`src/rtl/bs_rr_arbiter_router.sv`:
```
// Round-robin arbiter/router: grants one device FIFO, pops its head packet and
// routes it by header to one device or broadcasts it, honouring receive-side full.
module bs_rr_arbiter_router #(
  parameter int drvrs = 4,
  parameter int pckg_sz = 16,
  parameter int ID_W = 8,
  parameter logic [ID_W-1:0] BCAST = {ID_W{1'b1}},
  localparam int GW = (drvrs > 1) ? $clog2(drvrs) : 1
) (
  input  logic                              clk,
  input  logic                              reset,
  input  logic [drvrs-1:0]                  pndng,
  input  logic [drvrs-1:0][pckg_sz-1:0]     D_pop,
  input  logic [drvrs-1:0]                  full,
  output logic [drvrs-1:0]                  pop,
  output logic [drvrs-1:0]                  push,
  output logic [drvrs-1:0][pckg_sz-1:0]     D_push,
  output logic                              busy,
  output logic [GW-1:0]                     grant_id,
  output logic [15:0]                       drop_cnt
);

  typedef enum logic [1:0] {IDLE, POP, ROUTE, DROP} state_t;

  state_t             state;
  logic [GW-1:0]      last;
  logic [GW-1:0]      pick;
  logic [pckg_sz-1:0] pkt;
  logic [pckg_sz-1:0] head;
  logic [ID_W-1:0]    dst;
  logic [drvrs-1:0]   targets;
  logic [drvrs-1:0]   one;

  assign one  = drvrs'(1);
  assign head = D_pop[grant_id];
  assign dst  = head[pckg_sz-1 -: ID_W];

  // Scan from the farthest candidate down to last+1 so the nearest requester wins.
  always_comb begin
    int idx;
    idx  = 0;
    pick = last;
    for (int k = drvrs; k >= 1; k--) begin
      idx = (int'(last) + k) % drvrs;
      if (pndng[idx[GW-1:0]]) pick = idx[GW-1:0];
    end
  end

  always_ff @(posedge clk) begin
    if (reset) begin
      state    <= IDLE;
      last     <= GW'(drvrs - 1);
      grant_id <= '0;
      pop      <= '0;
      push     <= '0;
      D_push   <= '0;
      busy     <= 1'b0;
      drop_cnt <= '0;
      pkt      <= '0;
      targets  <= '0;
    end else begin
      pop  <= '0;
      push <= '0;
      case (state)
        IDLE: begin
          if (|pndng) begin
            grant_id <= pick;
            last     <= pick;
            pop      <= one << pick;
            busy     <= 1'b1;
            state    <= POP;
          end
        end
        POP: begin
          pkt <= head;
          if (dst == BCAST) begin
            targets <= ~(one << grant_id);
            state   <= ROUTE;
          end else if (int'(dst) < drvrs && int'(dst) != int'(grant_id)) begin
            targets <= one << dst;
            state   <= ROUTE;
          end else begin
            state <= DROP;
          end
        end
        ROUTE: begin
          // Broadcast is all-or-nothing: any full target stalls every lane.
          if ((targets & full) == '0) begin
            push   <= targets;
            D_push <= {drvrs{pkt}};
            busy   <= 1'b0;
            state  <= IDLE;
          end
        end
        DROP: begin
          if (drop_cnt != 16'hFFFF) drop_cnt <= drop_cnt + 16'd1;
          busy  <= 1'b0;
          state <= IDLE;
        end
        default: state <= IDLE;
      endcase
    end
  end

endmodule

```
`config.mk`:
```
export PLATFORM = sky130hd
export DESIGN_NAME = bs_rr_arbiter_router
export DESIGN_NICKNAME = d
export VERILOG_FILES = /design/src/rtl/bs_rr_arbiter_router.sv
export SDC_FILE = /design/constraint.sdc
export NUM_CORES = 1
export LEC_CHECK = 0
export BUFFER_PORTS_ARGS = -buffer_cell sky130_fd_sc_hd__buf_2
export CAP_MARGIN = 10
export CORE_UTILIZATION = 50
export CTS_CLUSTER_SIZE = 10
export DETAILED_ROUTE_END_ITERATION = 10
export PLACE_DENSITY = 0.85
export SYNTH_ARGS = -nofsm -noshare
export SYNTH_HDL_FRONTEND = slang
export SYNTH_SLANG_ARGS = --single-unit
```
`constraint.sdc`:
```
create_clock -name clk -period 6.7 [get_ports clk]
set_input_delay 0.335 -clock clk [delete_from_list [all_inputs] [get_ports clk]]
set_output_delay 0.335 -clock clk [all_outputs]
set_load 0.02 [all_outputs]
```
# Yosys cells after proc, flatten, opt, wreduce, memory -nomap -nowiden
# Cells that the tools add are included.
# classes
reduce_logical	14
bitwise_logic	6
add_sub_neg	5
order_cmp	6
muxes	24
eq_ne	8
n_shift	3
# ops
operator	n
$bmux 16 s2	1
$add 16x1->16 const B	1
$mux 16	1
$ne 16x16->1 const B	1
$lt 2x3->1 const B	5
$mux 2	6
$reduce_and 2->1	5
$bmux 1 s2	4
$eq 8x8->1 const B	1
$lt 8x3->1 const B	1
$mux 1	8
$mux 4	2
$ne 8x3->1	1
$pmux 2 s4	1
$shl 1x2->4 const A	2
$shl 1x8->4 const A	1
$reduce_or 3->1	2
$add 2x1->2 const B	2
$add 2x2->2 const B	2
$and 4x4->4	1
$eq 2x2->1 const B	2
$logic_not 4->1	1
$ne 2x2->1 const B	2
$not 1->1	4
9 further kinds	9
# totals
output_inout_bits	91
register_bits	67
inputBits	74
wordCells	76

# Longest topological paths before layout
# depth
ltp_word	8
mapped_depth	7
ltp_nobuf	6

# Worst setup path after synthesis
# No wires, ideal clock.
# synth_path
kind	register -> register
start	reg grant_id[0]
end	reg targets[1]
arrival_time_ns	2.331
path_buffers	1
path_stages_with_launch	7
slack_ns	4.290
required_time_ns	6.621
setup_time_ns	0.079
period_less_slack_ns	2.410
path_cell_list	dfxtp_1 buf_6 mux4_2 or4_4 nor3_4 a32oi_1 a211oi_2
# synth_between
elab_chain_len	6
word_cells_on_any_way	13
# synth_lines
element	line_no	rtl
from (decl)	19	output logic [GW-1:0] grant_id,
from (signal assigned)	67	grant_id <= pick;
$bmux 16 s2	35	assign head = D_pop[grant_id];
$mux 16 (implied by the code)	35	
$lt 8x3->1 or $ne 8x3->1 (tied branches)	79	end else if (int'(dst) < drvrs && int'(dst) != int'(grant_id)) begin
$logic_and 1x1->1	79	
$reduce_bool 2->1 (no source line)	n/a	
$reduce_and 2->1 (no source line)	n/a	
to (signal assigned)	77	targets <= ~(one << grant_id);
to (signal assigned)	80	targets <= one << dst;
to (decl)	31	logic [drvrs-1:0] targets;
# Several ways; a longest one is shown, not always the timed one. The select of a mux whose other input is x is not followed.
# A chain may end at the register's enable or synchronous reset.

# Worst setup path after layout
# layout_path
start	reg grant_id[1]
end	reg targets[2]
# Same word-level chain as after synthesis.

==> flow_results.org <==
** Outcome
- Run status :: finished clean

** Timing
- At the pin with the least slew margin, the transition time is 1.22 ns.
- Setup violations remaining at the end of the flow were counted as 0.
- Number of hold violations in the final report :: 0
- Unrepaired setup endpoints after global routing :: false
- Remaining max-slew budget at the tightest pin :: 0.185
- Of the available clock period, the critical path in the final layout requires 0.437.
- Final Skew :: 0.00883 ns
- The smallest clock period supported by the final layout is computed as ~2.9 ns.
- Post-route setup TNS :: 0 ns
- For this run, the top clock speed supported by timing is 342 MHz.
- The number of max-slew violations in the final report is 0.

** Clock tree
- Clock-pin slew was measured on the worst setup and hold paths at 0.07 ns.
- CTS tree :: done
- Post-CTS Repair Setup Buffers :: 0
- Htree depth :: 3
- Number of hold buffers added after cts :: 0
- Number of sinks driven by the clock tree :: 67
- The later pin in the worst-skew pair is clocked with a latency of 0.32 ns.
- In this run the deepest clock path goes through 2 buffers.
- Clock tree synthesis selected as its root buffer the cell sky130_fd_sc_hd__clkbuf_8.
- Total of cells resized after clock tree synthesis :: 0
- Clock buffers created by TritonCTS :: 9

** Logic synthesis
- In the post-synthesis netlist, the biggest area contributors are sky130_fd_sc_hd__dfxtp_1 (38%), sky130_fd_sc_hd__buf_4 (10%), sky130_fd_sc_hd__mux4_2 (9.6%).
- Top-count cell post-synth :: sky130_fd_sc_hd__dfxtp_1
- Synthesis produced a netlist whose cell count is 383.
- Area fraction in and, or, nand and nor cells after synthesis :: 0.191
- Count of cell types in the netlist :: 51
- Main combinational cell family by area after synthesis :: simple AND/OR/NAND/NOR gates
- Post-synthesis instance area :: between 3000 and 4000 um^2
- Yosys printed 0 warnings.
- Sequential element share of the synthesized area :: 0.380
- XOR/XNOR Fraction of Synth Area :: 0.0273
- Post-synth ARST share :: 0
- Fraction of post-synthesis cell area in the top cell type by area :: 0.380
- EDFF count, synth :: 0
- Post-synthesis net count :: 458
- Of the total synthesized cell area, the portion taken by full adders, half adders and majority gates is 0.00355.
- In this run, synthesis produced a sequential element count of 67.
- The biggest area contributor in the post-synthesis netlist is sky130_fd_sc_hd__dfxtp_1.
- Share of the synthesized area in compound gates (AO/OA/AOI/OAI) :: 0.110
- Avg Inst Size Synth :: 9.21 um^2
- The most used flip-flop cell after synthesis is sky130_fd_sc_hd__dfxtp_1.
- Measured against the total synthesized area, the mux share comes to 0.151.
- In the synthesized netlist, the cells that appear most often are sky130_fd_sc_hd__dfxtp_1 (67), sky130_fd_sc_hd__buf_4 (48), sky130_fd_sc_hd__nand2_1 (44), sky130_fd_sc_hd__nor2_1 (36), sky130_fd_sc_hd__a21oi_1 (27).

** Finish
- Share of post-route cells with drive strength above 1 :: 0.415
- Final #Nets :: 569
- Number of non-filler instances in the completed layout :: 595
- FF+latch area :: between 1000 and 1500 um^2
- Count of inserted antenna diode cells :: 0
- Area growth, synth to finish :: 19.8%
- In the final layout, the multi-input gates occupy 1700 um^2.
- Number of filler cells placed in the layout :: about 610

** Worst setup path
- Cells along the critical path :: mux4_2 -> or4_4 -> nor3_4 -> nand3_1 -> a311oi_1
- At the worst endpoint, the arrival time is 3.15 ns.
- Maximum cell stage delay along the critical path :: 0.99 ns
- The worst setup path is launched from a register.
- Required time of the critical path :: 6.93 ns
- Peak fanout along the critical path :: 23
- The kind of cell with the highest combined delay along the critical path is simple AND/OR/NAND/NOR gates.
- Category of the worst setup path capture point :: register
- On the critical path, the stage with the largest delay is an instance of sky130_fd_sc_hd__dfxtp_1.
- Kind of critical path :: reg2reg
- Stages on the worst setup path :: 5
- The critical path contains buffers and inverters numbering 0 combined.
- Reg2Reg Depth :: 5

** GRT
- The initial antenna violation count came to 0.
- GRT Resource Usage Total :: 0.224
- Via count of the first global-routing pass :: between 2k and 3k
- Wire length of the first global-routing pass :: 13.1 mm
- Global routing finished with a remaining overflow of 0.
- Pin count of the biggest net entering global routing :: between 60 and 70

** Place
- The congestion estimate from routability-driven global placement came to 0.791.
- Count of buffers from port buffering :: 164
- Post-Place Cells :: 579
- Once detailed placement completed, the half-perimeter wirelength came to 6.14 mm.

** Floorplan
- The floorplan has 30 rows.
- Die Outline Area :: 7390 um^2
- The floorplan step set the die height to 86.0 um.
- Initial Utilization :: 0.519
- The core region is 6790 um^2.
- Width of the die :: 86.0 um
- I/O pin count :: approximately 170

** Route
- First drt pass iteration count :: 4
- Total length of routed met3 wires :: 433 um
- Routed wire length on met2 :: approximately 4.3 mm
- After detailed routing, the number of remaining DRC violations is 0.
- Via count :: between 3k and 4k
- Wirelength per Cell :: 13.9 um
- In the routed layout, each cell is associated on average with a via count of between 5 and 6.
- Metal1 wirelength :: 3.50 mm
- The highest layer touched by signal routing is met4.
- In this run the remaining antenna-violating nets after routing total 0.
- Sum of routed wire length over all layers :: 8.30 mm
- Detailed Route Iter0 Violations :: around 150

** Pwr
- Summing internal, switching and leakage power gives 0.000915 W.
- Total power per unit cell area :: 216 nW/um^2
- IR Drop Worst-Case VDD :: about 0.00011 V
- Leak :: slightly above 2 nW

** Min path
- The worst hold path passes through 2 cells.
- Classification of the worst-slack hold path :: reg2reg

** Job
- Max-capacitance violation count :: 0
==> per-stage QoR <==
| stage | hold slack, ns | cell area, um^2 | setup WS, ns | utilization |
|---|---|---|---|---|
| CTS | 0.458 | 4230 | 3.76 | 0.622 |
| floorplan | 0.436 | 3530 | 4.29 | - |
| finish | 0.456 | 4230 | 3.77 | 0.622 |
| global route | 0.472 | 4230 | 3.63 | 0.622 |
| global placement | 0.441 | 4030 | 3.95 | 0.594 |
| detailed placement | 0.448 | 4030 | 3.86 | 0.594 |
==> tightest hold or removal path: stages, from the launching register on <==
cell	delay, ns
sky130_fd_sc_hd__dfxtp_1	0.31
sky130_fd_sc_hd__nand2_1	0.05
sky130_fd_sc_hd__a21oi_1	0.05
==> final cells by class <==
cell class	count	area share
multi-input combinational	242	0.403
sequential	67	0.317
timing repair buffer	167	0.200
clock buffer	9	0.0293
tap	96	0.0284
clock inverter	7	0.0163
inverter	7	0.00622
==> path summary, 6_finish.rpt <==
check	start	slack, ns	to
max	grant_id[1]	3.77	targets[2]
max reg2reg	grant_id[1]	3.77	targets[2]
min	pkt[0]	0.46	pkt[0]
min reg2reg	pkt[0]	0.46	pkt[0]
==> cells by family after synthesis <==
kind of cell / Yosys count
multiplexers: 33
buffers and inverters: 74
adder cells (fa/ha/maj): 1
flip-flops: 67
AND/OR/NAND/NOR: 137
XOR/XNOR: 11
AO/OA/AOI/OAI: 60
==> report_power, final <==
group	switching, W	total [W]	internal, W
logic	0.0000870	0.000160	0.0000734
clock network	0.000149	0.000320	0.000170
registers	0.0000186	0.000435	0.000416
==> layer usage <==
metal,track usage,vias to the layer above
met5,0,-
met4,0.0758,0
met3,0.0289,4
met2,0.422,117
met1,0.260,1443
li1,-,1527
==> placed cells by master (no fill, tap or decap), drive strengths merged, types with 3 or more instances in the layout <==
master / n
buf: 167
dfxtp: 67
nand2: 44
nor2: 36
a21oi: 27
mux2i: 17
mux4: 16
and2: 9
xor2: 9
clkbuf: 9
nand3: 8
a211oi: 8
nand4: 7
inv: 7
o21ai: 7
nor3: 5
or3: 4
nand2b: 4
clkinv: 4
o2111ai: 3
nor2b: 3
nor4: 3
or2: 3
==> flip-flops by register name, summed over array words and instances (netlist names), 4 cells and up <==
register	cells
D_push	16
drop_cnt	16
pkt	16
pop	4
push	4
targets	4
Note: power is estimated with default switching activity, not from simulation.
